## config.mk

```make
export PLATFORM = sky130hd
export DESIGN_NAME = paula_uart_mon
export DESIGN_NICKNAME = d
export VERILOG_FILES = /design/src/rtl/paula_uart_mon.sv
export SDC_FILE = /design/constraint.sdc
export NUM_CORES = 1
export LEC_CHECK = 0
export BUFFER_PORTS_ARGS = -buffer_cell sky130_fd_sc_hd__buf_2
export CAP_MARGIN = 20
export CORE_MARGIN = 2
export CORE_UTILIZATION = 46
export CTS_CLUSTER_DIAMETER = 80
export DETAILED_ROUTE_END_ITERATION = 6
export SETUP_SLACK_MARGIN = 0.5
export SYNTH_ARGS = -nofsm -noshare
export SYNTH_HDL_FRONTEND = slang
export SYNTH_SLANG_ARGS = --single-unit
```

## constraint.sdc

```tcl
create_clock -name clk -period 3.68 [get_ports clk]
set_input_delay 0.368 -clock clk [delete_from_list [all_inputs] [get_ports clk]]
set_output_delay 0.368 -clock clk [all_outputs]
set_load 0.02 [all_outputs]
```

## src/rtl/paula_uart_mon.sv

```systemverilog
// Passive monitor for the Paula serial transmit line: decodes 8/9-bit frames into a small FIFO.
// Optional break detection is enabled by defining PAULA_UART_MON_BRK_EN.
module paula_uart_mon #(
  parameter int DEPTH_LOG2 = 3
) (
  input  logic                  clk,
  input  logic                  clk7_en,
  input  logic                  reset,
  input  logic [15:0]           period_i,
  input  logic                  line_i,
  input  logic                  rd_i,
  input  logic                  ovr_clr_i,
  output logic [9:0]            data_o,
  output logic                  empty_o,
  output logic                  full_o,
  output logic [DEPTH_LOG2:0]   level_o,
  output logic                  ovr_o,
  output logic                  brk_o
);

  localparam int DEPTH = 1 << DEPTH_LOG2;
  localparam logic [DEPTH_LOG2:0] PTR_ZERO = (DEPTH_LOG2 + 1)'(0);
  localparam logic [DEPTH_LOG2:0] PTR_ONE  = (DEPTH_LOG2 + 1)'(1);
  localparam logic [DEPTH_LOG2:0] DEPTH_L  = (DEPTH_LOG2 + 1)'(DEPTH);

  typedef enum logic [1:0] {
    ST_IDLE  = 2'd0,
    ST_START = 2'd1,
    ST_DATA  = 2'd2,
    ST_STOP  = 2'd3
  } state_t;

  logic [1:0]            sync_r;
  logic                  line_prev_r;
  state_t                state_r, state_nx;
  logic [15:0]           cnt_r, cnt_nx;
  logic [15:0]           tm1_r, tm1_nx;
  logic                  long_r, long_nx;
  logic [3:0]            bit_r, bit_nx;
  logic [8:0]            shift_r, shift_nx;
  logic                  line_s, fall_s;
  logic [3:0]            last_s;
  logic                  push_s;
  logic [9:0]            push_data_s;
  logic [9:0]            mem_r [DEPTH];
  logic [DEPTH_LOG2:0]   wr_ptr_r, rd_ptr_r;
  logic                  pop_s, wr_en_s, ovr_set_s, ovr_r;
`ifdef PAULA_UART_MON_BRK_EN
  logic                  brk_set_s;
  logic                  brk_r;
`endif

  assign line_s = sync_r[1];
  assign fall_s = line_prev_r & ~line_s;
  assign last_s = long_r ? 4'd8 : 4'd7;
  assign ovr_o  = ovr_r;

  // Frame decoder next-state logic; T-1 is kept instead of T so a maximum period still fits 16 bits.
  always_comb begin
    state_nx    = state_r;
    cnt_nx      = cnt_r;
    tm1_nx      = tm1_r;
    long_nx     = long_r;
    bit_nx      = bit_r;
    shift_nx    = shift_r;
    push_s      = 1'b0;
    push_data_s = {~line_s, shift_r};
`ifdef PAULA_UART_MON_BRK_EN
    brk_set_s   = 1'b0;
`endif
    case (state_r)
      ST_IDLE: begin
        if (fall_s) begin
          state_nx = ST_START;
          cnt_nx   = {1'b0, period_i[14:0]};
          tm1_nx   = {period_i[14:0], 1'b1};
          long_nx  = period_i[15];
        end else begin
          state_nx = ST_IDLE;
        end
      end
      ST_START: begin
        if (cnt_r == 16'h0000) begin
          if (!line_s) begin
            state_nx = ST_DATA;
            cnt_nx   = tm1_r;
            bit_nx   = 4'h0;
            shift_nx = 9'h000;
          end else begin
            state_nx = ST_IDLE;
          end
        end else begin
          cnt_nx = cnt_r - 16'h0001;
        end
      end
      ST_DATA: begin
        if (cnt_r == 16'h0000) begin
          shift_nx[bit_r] = line_s;
          cnt_nx          = tm1_r;
          if (bit_r == last_s) begin
            state_nx = ST_STOP;
          end else begin
            bit_nx = bit_r + 4'h1;
          end
        end else begin
          cnt_nx = cnt_r - 16'h0001;
        end
      end
      ST_STOP: begin
        if (cnt_r == 16'h0000) begin
          state_nx = ST_IDLE;
`ifdef PAULA_UART_MON_BRK_EN
          if ((shift_r == 9'h000) && !line_s) begin
            brk_set_s = 1'b1;
          end else begin
            push_s = 1'b1;
          end
`else
          push_s = 1'b1;
`endif
        end else begin
          cnt_nx = cnt_r - 16'h0001;
        end
      end
      default: state_nx = ST_IDLE;
    endcase
  end

  // Synchroniser and decoder state registers.
  always_ff @(posedge clk) begin
    if (clk7_en) begin
      if (reset) begin
        sync_r      <= 2'b11;
        line_prev_r <= 1'b1;
        state_r     <= ST_IDLE;
        cnt_r       <= 16'h0000;
        tm1_r       <= 16'h0000;
        long_r      <= 1'b0;
        bit_r       <= 4'h0;
        shift_r     <= 9'h000;
      end else begin
        sync_r      <= {sync_r[0], line_i};
        line_prev_r <= sync_r[1];
        state_r     <= state_nx;
        cnt_r       <= cnt_nx;
        tm1_r       <= tm1_nx;
        long_r      <= long_nx;
        bit_r       <= bit_nx;
        shift_r     <= shift_nx;
      end
    end
  end

  // FIFO status and head; a pop frees the slot that a same-tick push needs when full.
  always_comb begin
    level_o = wr_ptr_r - rd_ptr_r;
    empty_o = (level_o == PTR_ZERO);
    full_o  = (level_o == DEPTH_L);
    if (empty_o) begin
      data_o = 10'h000;
    end else begin
      data_o = mem_r[rd_ptr_r[DEPTH_LOG2-1:0]];
    end
    pop_s     = rd_i & ~empty_o;
    wr_en_s   = push_s & (~full_o | pop_s);
    ovr_set_s = push_s & full_o & ~pop_s;
  end

  // FIFO pointers and sticky overflow; a set wins over a simultaneous clear.
  always_ff @(posedge clk) begin
    if (clk7_en) begin
      if (reset) begin
        wr_ptr_r <= PTR_ZERO;
        rd_ptr_r <= PTR_ZERO;
        ovr_r    <= 1'b0;
      end else begin
        if (wr_en_s) begin
          wr_ptr_r <= wr_ptr_r + PTR_ONE;
        end
        if (pop_s) begin
          rd_ptr_r <= rd_ptr_r + PTR_ONE;
        end
        if (ovr_set_s) begin
          ovr_r <= 1'b1;
        end else if (ovr_clr_i) begin
          ovr_r <= 1'b0;
        end
      end
    end
  end

  // FIFO storage.
  always_ff @(posedge clk) begin
    if (clk7_en && !reset && wr_en_s) begin
      mem_r[wr_ptr_r[DEPTH_LOG2-1:0]] <= push_data_s;
    end
  end

`ifdef PAULA_UART_MON_BRK_EN
  // Break flag holds until the synchronised line returns high.
  always_ff @(posedge clk) begin
    if (clk7_en) begin
      if (reset) begin
        brk_r <= 1'b0;
      end else if (brk_set_s) begin
        brk_r <= 1'b1;
      end else if (line_s) begin
        brk_r <= 1'b0;
      end
    end
  end
  assign brk_o = brk_r;
`else
  assign brk_o = 1'b0;
`endif

endmodule

```

==> implementation parameters <==
Parameter                              Value

Status
  Status    finished clean

Power
  Cell-internal power    3096 uW
  Net switching power of the design    971.5 uW
  Static power due to leakage    0.002774 uW
  Maximum vdd ir drop    0.3223 mV
  Power share of the combinational group    10.7%
  Proportion of power drawn by flip-flops and latches    47.2%
  Total power density per cell area    519.1 nW/um2
  Switching share of power    23.89%
  Clock Power Share    42.1%

Floorplanning
  Total die area    15620 um2
  Number of placement rows    44
  Area inside the core boundary    14420 um2
  Height of the die    125.0 um
  Starting density of the core    46.66%
  Die W    125.0 um
  Number of primary I/O pins    40

Synthesis
  Synth Area per Inst    13.62 um2
  Mapped Nets    533
  EDFF count, synth    140
  FF+latch count, synth    143
  Yosys warning total    0
  Top FF cell, synth    sky130_fd_sc_hd__edfxtp_1
  Fraction of registers with async set or reset after synthesis    0%
  Sequential element share of the synthesized area    63.36%
  Top-area cell type share of the netlist area    62.47%
  Synthesized area    6730 um2
  Post-synthesis cell type count    52
  Post-Synthesis Cells    494
  Top cell type by total area after synthesis    sky130_fd_sc_hd__edfxtp_1
  Top cells by area, synth    sky130_fd_sc_hd__edfxtp_1, sky130_fd_sc_hd__mux4_2, sky130_fd_sc_hd__nor2_1

STA
  Setup repair after global routing missed its margin    no
  Worst setup margin    667.0 ps
  Max-slew violation total from the final report    0
  Worst-case clock skew    9.325 ps
  Relative slew slack    29.21%
  Number of failing hold endpoints at the final stage    0
  Transition at the pin with the smallest max-transition slack    1060 ps
  Maximum achievable frequency    0.3319 GHz
  Final period demand of the worst path    3013 ps
  Final total negative setup slack    0 ps
  Count of final setup violators    0
  Final period util    81.88%

Detailed routing
  Remaining number of nets flagged by the antenna check after routing    0
  Post-detailed-route DRC marker count    0
  Total number of vias    4068
  Routed length per placed instance    18.13 um
  WL final    13.51 mm
  First-pass detailed-route iteration total    5
  Via-per-instance ratio    5.460
  Drt initial violations    228

Cells and area
  Share of post-route cells with drive strength above 1    21.39%
  Sequential cell area    4264 um2
  Layout fillers    1228
  Syn-to-layout area delta    16.42%
  Net count, final    587
  Post-Layout Cell Count    745
  Count of inserted antenna diode cells    0
  Multi-input logic area    2276 um2
  Final standard cell area without fillers    7835 um2
  Final core utilization    54.32%

Placed design
  Total placed cells including tap cells    711
  Placement-stage cell area    7206 um2
  Worst Setup Slack post-DPL    494.9 ps
  Count of input and output buffers    38
  Final estimated routing congestion in global placement    0.8249
  Detailed-placement wirelength estimate    9.354 mm

Worst setup path
  Crit end category    output pin
  Largest driver fanout on the critical path    11
  Arrival time reported for the critical path endpoint    2650 ps
  Type of the worst setup path    reg -> out
  Required time worst endpoint    3310 ps
  Type of element launching the critical path    flip-flop

Global route
  Total track usage    18.50%
  Pin count of the biggest net entering global routing    41
  Total congestion overflow after global routing    0
  Via count of the first global-routing pass    4224
  Antenna violations before repair    0
  Wire length of the first global-routing pass    22.17 mm

CTS
  Clock transition at the registers of the reported paths    60 ps
  # clock sinks    143
  Clk Tree Root Cell    sky130_fd_sc_hd__clkbuf_16
  Cts bufs inserted    17
  Hold-fix buffers at CTS    0
  CTS tree    done
  Clk buf depth    2
  Skew-Pair Late Insertion Delay    420 ps
  CTS H-Tree Depth    4

Min path
  Worst Hold Class    in -> reg

Run
  MaxCap Viol Count    0
Yosys cell counts, drive strengths merged (14+ instances only):
| library cell | n |
|---|---|
| a21oi | 20 |
| clkbuf | 19 |
| edfxtp | 140 |
| ha | 16 |
| inv | 30 |
| mux4 | 20 |
| nand2 | 26 |
| nand3 | 20 |
| nor2 | 54 |
| nor3 | 14 |
| xnor2 | 15 |
state kept, by name, indices dropped and copies added, names as in the netlist, named ones only:
register,flops
ovr_o,1
tm1_r,16
line_prev_r,1
long_r,1
cnt_r,16
state_r,2
mem_r,80
rd_ptr_r,4
wr_ptr_r,4
shift_r,9
sync_r,2
bit_r,4
timing repair:
action | in CTS | in global routing
buffers inserted | 0 | 2
resized for setup | 1 | 3
endpoints found under the setup margin | 10 | 31
area by class of cell:
class / count / share of cell area [%]
flip-flops and latches: 143 / 54.42
multi-input cells: 296 / 29.05
clock buffers: 18 / 5.477
repair buffers: 59 / 4.487
well taps: 184 / 2.938
clock inverters: 14 / 2.140
inverters: 31 / 1.485
placed cells by master, fill, tap and decap left out, types with 3 or more instances in the layout:
cell type	n
sky130_fd_sc_hd__buf_4	20
sky130_fd_sc_hd__xnor2_1	15
sky130_fd_sc_hd__a311oi_1	3
sky130_fd_sc_hd__nand3_1	20
sky130_fd_sc_hd__a211oi_1	12
sky130_fd_sc_hd__nor4_1	5
sky130_fd_sc_hd__nand4_1	3
sky130_fd_sc_hd__a221oi_1	12
sky130_fd_sc_hd__nand2_1	26
sky130_fd_sc_hd__nand4b_1	3
sky130_fd_sc_hd__inv_1	30
sky130_fd_sc_hd__dfxtp_1	3
sky130_fd_sc_hd__or3_1	3
sky130_fd_sc_hd__bufinv_16	3
sky130_fd_sc_hd__or2_2	3
sky130_fd_sc_hd__clkbuf_16	17
sky130_fd_sc_hd__o21ai_0	4
sky130_fd_sc_hd__clkinv_4	4
sky130_fd_sc_hd__mux2i_1	12
sky130_fd_sc_hd__clkinv_2	3
sky130_fd_sc_hd__buf_2	38
sky130_fd_sc_hd__xor2_1	7
sky130_fd_sc_hd__edfxtp_1	140
sky130_fd_sc_hd__nor3_1	11
sky130_fd_sc_hd__mux4_2	20
sky130_fd_sc_hd__a21oi_1	20
sky130_fd_sc_hd__ha_1	16
sky130_fd_sc_hd__nor2b_1	12
sky130_fd_sc_hd__o211ai_1	3
sky130_fd_sc_hd__nor2_1	52
cells by family after synthesis:
group / synth area share (%)
other cells: 0.05572
fa+ha+maj: 3.272
flops: 63.36
buf+inv: 3.142
xor+xnor: 2.863
mux: 8.477
simple gates: 11.53
compound gates: 7.306
stage by stage:
step,power [uW],hold slack (ps)
after detailed placement,2391,501.2
after CTS,4112,195.8
after floorplan,2249,478.7
final,4067,213.1
after global routing,4226,205.6
after global placement,2380,497.3
power groups by stage:
stage          combinational (uW)  clock (uW)  sequential, uW
2_1_floorplan                 329           0            1920
3_3_place_gp                  428           0            1950
3_5_place_dp                  435           0            1960
4_1_cts                       438        1750            1920
5_1_grt                       480        1820            1930
6_report                      433        1710            1920
routing by layer:
metal,vias to the layer above,track usage [%],part of all wire (%)
met5,-,0,0
met2,78,33.02,55
met1,1989,21.59,41
li1,1985,-,-
met4,0,6.928,1.7
met3,16,4.621,2.7
worst max-delay path, cell delays in order (launching register included):
cell,delay [ps]
sky130_fd_sc_hd__edfxtp_1,440
sky130_fd_sc_hd__inv_1,110
sky130_fd_sc_hd__ha_1,180
sky130_fd_sc_hd__inv_1,60
sky130_fd_sc_hd__fa_1,370
sky130_fd_sc_hd__xor2_1,180
sky130_fd_sc_hd__or3_1,390
sky130_fd_sc_hd__nor2_2,120
sky130_fd_sc_hd__buf_6,160
sky130_fd_sc_hd__nor2_1,60
sky130_fd_sc_hd__buf_2,150
worst paths after layout:
check	from	end	slack (ps)	cells past startpoint
setup / recovery	wr_ptr_r[0]	data_o[3]	670	10
hold / removal	line_i	sync_r[0]	210	2
setup reg to reg	wr_ptr_r[0]	mem_r[1][3]	670	11
hold reg to reg	sync_r[0]	sync_r[1]	520	1
Note: power is estimated with default switching activity, not from simulation.
